## config.mk

```make
export PLATFORM = sky130hd
export DESIGN_NAME = stack_link_arbiter
export DESIGN_NICKNAME = d
export VERILOG_FILES = /design/src/rtl/stack_pkg.sv /design/src/rtl/stack_link_arbiter_rr_pick.sv /design/src/rtl/stack_link_arbiter.sv
export SDC_FILE = /design/constraint.sdc
export NUM_CORES = 1
export LEC_CHECK = 0
export CORE_MARGIN = 4
export CORE_UTILIZATION = 42
export CTS_CLUSTER_DIAMETER = 150
export CTS_CLUSTER_SIZE = 25
export DETAILED_ROUTE_END_ITERATION = 10
export HOLD_SLACK_MARGIN = 0.06
export PLACE_DENSITY = 0.79
export SLEW_MARGIN = 20
export SYNTH_ARGS = -nofsm -noshare
export SYNTH_HDL_FRONTEND = slang
export SYNTH_SLANG_ARGS = --single-unit
```

## constraint.sdc

```tcl
create_clock -name clk -period 2.95 [get_ports clk]
set_input_delay 0.4425 -clock clk [delete_from_list [all_inputs] [get_ports clk]]
set_output_delay 0.4425 -clock clk [all_outputs]
set_load 0.01 [all_outputs]
```

## src/rtl/stack_pkg.sv

```systemverilog
// Shared types and constants for the inter-board stack link datapath.
package stack_pkg;

  localparam int unsigned FLIT_W   = 11;
  localparam int unsigned TAIL_BIT = FLIT_W - 1;

  // All-ones flit is the link-reset code; it is forwarded like any other flit.
  localparam logic [FLIT_W-1:0] LINK_RESET_FLIT = '1;

  typedef enum logic {
    IDLE   = 1'b0,
    LOCKED = 1'b1
  } arb_state_t;

endpackage

```

## src/rtl/stack_link_arbiter_rr_pick.sv

```systemverilog
// Combinational round-robin picker: first set request after ptr, wrapping modulo N.
module rr_pick #(
  parameter int unsigned N     = 3,
  parameter int unsigned PTR_W = $clog2(N)
) (
  input  logic [N-1:0]     req,
  input  logic [PTR_W-1:0] ptr,
  output logic [PTR_W-1:0] sel,
  output logic             any
);

  int               pos;
  logic [PTR_W-1:0] idx;

  // Scan farthest-first so the nearest requester after ptr is the last to win.
  always_comb begin
    sel = '0;
    any = 1'b0;
    pos = 0;
    idx = '0;
    for (int k = int'(N); k >= 1; k--) begin
      pos = (int'(ptr) + k) % int'(N);
      idx = PTR_W'(pos);
      if (req[idx]) begin
        sel = idx;
        any = 1'b1;
      end
    end
  end

endmodule

```

## src/rtl/stack_link_arbiter.sv

```systemverilog
// Wormhole round-robin arbiter sharing one stack link among NUM_REQ flit sources.
// Optional stall watchdog enabled by defining STACK_ARB_WDOG_EN.
module stack_link_arbiter #(
  parameter int unsigned NUM_REQ     = 3,
  parameter int unsigned FLIT_W      = stack_pkg::FLIT_W,
  parameter int unsigned WDOG_CYCLES = 256
) (
  input  logic                             clk,
  input  logic                             reset,
  input  logic [NUM_REQ-1:0]               req_valid,
  input  logic [NUM_REQ-1:0][FLIT_W-1:0]   req_data,
  output logic [NUM_REQ-1:0]               req_ready,
  output logic                             out_valid,
  output logic [FLIT_W-1:0]                out_data,
  input  logic                             out_ready,
  output logic [$clog2(NUM_REQ)-1:0]       grant_id,
  output logic                             busy,
  output logic                             wdog_err
);

  import stack_pkg::*;

  localparam int unsigned ID_W = $clog2(NUM_REQ);

  if (NUM_REQ < 2 || NUM_REQ > 8) begin : g_num_req_check
    $error("stack_link_arbiter: NUM_REQ must be within 2..8");
  end

  arb_state_t        state_q, state_d;
  logic [ID_W-1:0]   rr_ptr_q, rr_ptr_d;
  logic [ID_W-1:0]   lock_id_q, lock_id_d;
  logic [ID_W-1:0]   grant_q, grant_d;
  logic              out_valid_q, out_valid_d;
  logic [FLIT_W-1:0] out_data_q, out_data_d;

  logic [ID_W-1:0]   pick_sel;
  logic              pick_any;
  logic [ID_W-1:0]   sel;
  logic              grant_ok;
  logic              slot_free;
  logic              accept;
  logic              tail;
  logic [FLIT_W-1:0] sel_data;
  logic              wdog_abort;

  rr_pick #(
    .N     (NUM_REQ),
    .PTR_W (ID_W)
  ) u_rr_pick (
    .req (req_valid),
    .ptr (rr_ptr_q),
    .sel (pick_sel),
    .any (pick_any)
  );

  // Source selection and handshake; LOCKED pins the grant to the packet owner.
  always_comb begin
    slot_free = !out_valid_q || out_ready;
    sel       = (state_q == LOCKED) ? lock_id_q : pick_sel;
    grant_ok  = (state_q == LOCKED) || pick_any;
    req_ready = '0;
    if (!reset && slot_free && grant_ok) begin
      req_ready[sel] = 1'b1;
    end
    sel_data = req_data[sel];
    accept   = req_ready[sel] && req_valid[sel];
    tail     = sel_data[FLIT_W-1];
  end

  // Next-state: output slot reload, packet lock/unlock, pointer advance.
  always_comb begin
    state_d     = state_q;
    rr_ptr_d    = rr_ptr_q;
    lock_id_d   = lock_id_q;
    grant_d     = grant_q;
    out_valid_d = out_valid_q && !out_ready;
    out_data_d  = out_data_q;

    if (accept) begin
      out_valid_d = 1'b1;
      out_data_d  = sel_data;
      grant_d     = sel;
    end

    case (state_q)
      IDLE: begin
        if (accept) begin
          if (tail) begin
            rr_ptr_d = sel;
          end else begin
            state_d   = LOCKED;
            lock_id_d = sel;
          end
        end
      end
      LOCKED: begin
        if ((accept && tail) || wdog_abort) begin
          state_d  = IDLE;
          rr_ptr_d = lock_id_q;
        end
      end
    endcase
  end

  always_ff @(posedge clk) begin
    if (reset) begin
      state_q     <= IDLE;
      rr_ptr_q    <= ID_W'(NUM_REQ - 1);
      lock_id_q   <= '0;
      grant_q     <= '0;
      out_valid_q <= 1'b0;
      out_data_q  <= '0;
    end else begin
      state_q     <= state_d;
      rr_ptr_q    <= rr_ptr_d;
      lock_id_q   <= lock_id_d;
      grant_q     <= grant_d;
      out_valid_q <= out_valid_d;
      out_data_q  <= out_data_d;
    end
  end

`ifdef STACK_ARB_WDOG_EN
  localparam int unsigned CNT_W = $clog2(WDOG_CYCLES + 1);

  logic [CNT_W-1:0] wdog_cnt_q, wdog_cnt_d;
  logic             wdog_err_q;

  // Counts cycles the locked source leaves its valid low; abort on reaching the limit.
  always_comb begin
    wdog_cnt_d = wdog_cnt_q;
    wdog_abort = 1'b0;
    if (state_q != LOCKED || accept) begin
      wdog_cnt_d = '0;
    end else if (!req_valid[lock_id_q]) begin
      if (wdog_cnt_q == CNT_W'(WDOG_CYCLES - 1)) begin
        wdog_abort = 1'b1;
        wdog_cnt_d = '0;
      end else begin
        wdog_cnt_d = wdog_cnt_q + 1'b1;
      end
    end
  end

  always_ff @(posedge clk) begin
    if (reset) begin
      wdog_cnt_q <= '0;
      wdog_err_q <= 1'b0;
    end else begin
      wdog_cnt_q <= wdog_cnt_d;
      wdog_err_q <= wdog_abort;
    end
  end

  assign wdog_err = wdog_err_q;
`else
  if (WDOG_CYCLES == 0) begin : g_wdog_cfg_check
    $error("stack_link_arbiter: WDOG_CYCLES must be non-zero");
  end

  assign wdog_abort = 1'b0;
  assign wdog_err   = 1'b0;
`endif

  assign out_valid = out_valid_q;
  assign out_data  = out_data_q;
  assign grant_id  = grant_q;
  assign busy      = (state_q == LOCKED);

endmodule

```

==> summary.md <==
| Metric | Value |
|---|---|
| Ys flop type | `dfxtp_1` |
| Wire length per cell | `16.7 um` |
| Yosys top cell area share | `0.280` |
| Initial core utilization | `0.442` |
| Synth cell count leaders | `19 x dfxtp_1, 15 x nor2_1, 10 x mux2_2` |
| Final Hold Vio Count | `0` |
| Post-synth top area cell | `dfxtp_1` |
| Port-buffer cells | `56` |
| Synth Cell Area | `0.00136 mm^2` |
| Worst-Skew Late Latency | `300 ps` |
| Ports | `58` |
| Via density | `5.52` |
| Placed wire-length estimate | `3.49 mm` |
| Area growth syn-to-layout | `61.5%` |
| Max Root-Sink Buffers | `2` |
| Clock network fraction of total power | `0.058` |
| EDFF count, synth | `0` |
| Die width | `64.9 um` |
| DRC Markers | `0` |
| Final Skew | `13.0 ps` |
| First-pass GRT wire length | `7.32 mm` |
| Ys async rst share | `0` |
| Status | `completed` |
| Synthesized area per cell | `9.25 um^2` |
| Yosys reg bits | `19` |
| Critical Path AT | `2350 ps` |
| Met3 wire length | `230 um` |
| Vias in the first global route | `1558` |
| CTS tree | `done` |
| Vias | `1462` |
| Hold slack | `489 ps` |
| H-tree levels | `1` |
| Top post-synthesis cells by area | `dfxtp_1 28%, mux2_2 8.3%, a221oi_2 6.6%` |
| Worst-path clk slew | `120 ps` |
| Switch Pwr | `1.03 mW` |
| Crit end category | `primary output` |
| Final setup viols | `0` |
| Post-Syn Instances | `147` |
| Peak supply drop | `0.638 mV` |
| Min Clock Period, post-route | `2790 ps` |
| Hold-fix buffers, CTS | `0` |
| Crit Path Max Fanout | `7` |
| FP Rows | `20` |
| DRT iter0 DRCs | `64` |
| Sequential share of the synthesized area | `0.280` |
| Unrepaired setup endpoints after global routing | `false` |
| Leakage | `0.854 nW` |
| Core footprint | `0.00308 mm^2` |
| Clock Sinks | `19` |
| Count of different cell masters after synthesis | `48` |
| Gr usage total | `0.221` |
| R2R Setup Slk | `180 ps` |
| Kind of critical path | `reg -> out` |
| FMAX | `0.358 GHz` |
| Most frequent cell after synthesis | `dfxtp_1` |
| Cts bufs inserted | `3` |
| DR top layer | `met4` |
| Remaining global-route overflow | `0` |
| Largest net degree at the start of global routing | `18` |
| Pint | `1.28 mW` |
| Reg power frac | `0.173` |
| Power Dens Cells | `1050 mW/mm^2` |
| GPL Wtd Cong | `0.816` |
| Pre-Repair DR Iteration Count | `5` |
| Die area | `0.00421 mm^2` |
| Setup TNS | `0 ps` |
| Net Sw Frac | `0.446` |
| Logic pwr share | `0.769` |
| Syn nets | `190` |
| ANT cells | `0` |
| Initial antenna violation count | `0` |
| Die height | `64.9 um` |
| ANT nets after route | `0` |
| Hold Crit Depth | `2` |
| R2R cell count | `13` |
| Nets | `265` |
| Worst Hold Class | `reg -> reg` |
| MaxCap Viol Count | `0` |
| Warnings, synthesis | `0` |
| Final wirelength | `4.43 mm` |
| Worst EP required | `2510 ps` |
| CP Launch Type | `flip-flop` |
| CTS root buf | `clkbuf_4` |
| Met2 WL | `2.30 mm` |
| Share of post-route cells with drive strength above 1 | `0.299` |
| Period utilization | `0.947` |
| Wl on met1 | `1.83 mm` |
| Slew Viols, Final | `0` |
==> critical path, cell delays in order (launching register included) <==
cell,delay (ps)
dfxtp_1,350
inv_1,80
ha_4,250
buf_4,150
nand3b_1,170
o211ai_1,190
o31ai_2,370
nand2b_1,180
nor2_1,40
dlygate4sd2_1,280
==> per-layer routing <==
layer,GRT usage,vias to the layer above
met5,0,-
met1,0.234,695
met2,0.430,54
li1,-,707
met3,0.0329,6
met4,0.0844,0
==> metrics by stage <==
stage          cell area [um^2]  std cells  utilization  total power [mW]  setup WS, ps
2_1_floorplan              1360        147            -              1.42           417
4_1_cts                    2130        262        0.692              2.24          6.85
6_report                   2200        265        0.714              2.30           157
5_1_grt                    2200        265        0.714              2.48          22.8
3_3_place_gp               2080        257        0.674              2.01         -5.46
3_5_place_dp               2080        257        0.674              2.06          5.02
==> cell type report <==
| cell class | count | area, um^2 |
|---|---|---|
| multi-input combinational | 109 | 940 |
| fill | 251 | 881 |
| timing repair buffer | 80 | 761 |
| sequential | 19 | 382 |
| tap | 44 | 55.1 |
| inverter | 9 | 33.8 |
| clock buffer | 4 | 26.3 |
==> timing repair <==
item / 4_1_cts / 5_1_grt
endpoints found under the setup margin: 3 / 3
gates resized for setup: 6 / 8
pin swaps: 1 / 2
gates cloned: 0 / 0
buffers inserted: 1 / 3
==> flip-flops by register name, indices dropped and copies added, names as in the netlist, named ones only <==
register	cells
out_data	11
lock_id_q	2
grant_id	2
out_valid	1
rr_ptr_q	2
==> logic make-up (layout without fill, tap and decap cells) <==
kind of cell / Yosys count / count (layout) / share of synthesized area
AOI/OAI and AO/OA: 44 / 44 / 0.308
DFF: 19 / 19 / 0.280
buffers and inverters: 19 / 93 / 0.0708
muxes: 14 / 14 / 0.115
adders and majority gates: 4 / 4 / 0.0368
and+or+nand+nor: 46 / 46 / 0.187
other: 1 / 1 / 0.00276
==> cell usage in the layout (no fill, tap or decap), drive strengths merged, types with 2 or more instances in the layout <==
master | Yosys | final
dfxtp | 19 | 19
nand2 | 8 | 8
o31ai | 3 | 3
nand3 | 2 | 2
a21oi | 7 | 7
clkbuf | 1 | 4
dlymetal6s2s | 0 | 2
nor3 | 15 | 15
o21ai | 5 | 5
a221oi | 11 | 11
mux2i | 4 | 4
ha | 4 | 4
nor2 | 15 | 15
inv | 9 | 9
a31oi | 2 | 2
mux2 | 10 | 10
o21a | 2 | 2
buf | 9 | 24
o311ai | 3 | 3
clkdlybuf4s50 | 0 | 53
==> final timing paths <==
path                                               start                   endpoint
worst max-delay path            rr_ptr_q[0]$_SDFFE_PP0P_               req_ready[2]
worst max register to register  rr_ptr_q[0]$_SDFFE_PP0P_  lock_id_q[1]$_SDFFE_PP0P_
worst min register to register  grant_id[1]$_SDFFE_PP0P_   grant_id[1]$_SDFFE_PP0P_
worst min-delay path            grant_id[1]$_SDFFE_PP0P_   grant_id[1]$_SDFFE_PP0P_
==> power by group through the flow <==
stage / registers, mW / logic (mW) / clock network, mW
final: 0.398 / 1.77 / 0.134
after global routing: 0.409 / 1.92 / 0.156
after CTS: 0.399 / 1.70 / 0.140
after detailed placement: 0.402 / 1.65 / 0
after global placement: 0.396 / 1.62 / 0
after floorplan: 0.404 / 1.02 / 0
Note: power is estimated with default switching activity, not from simulation.
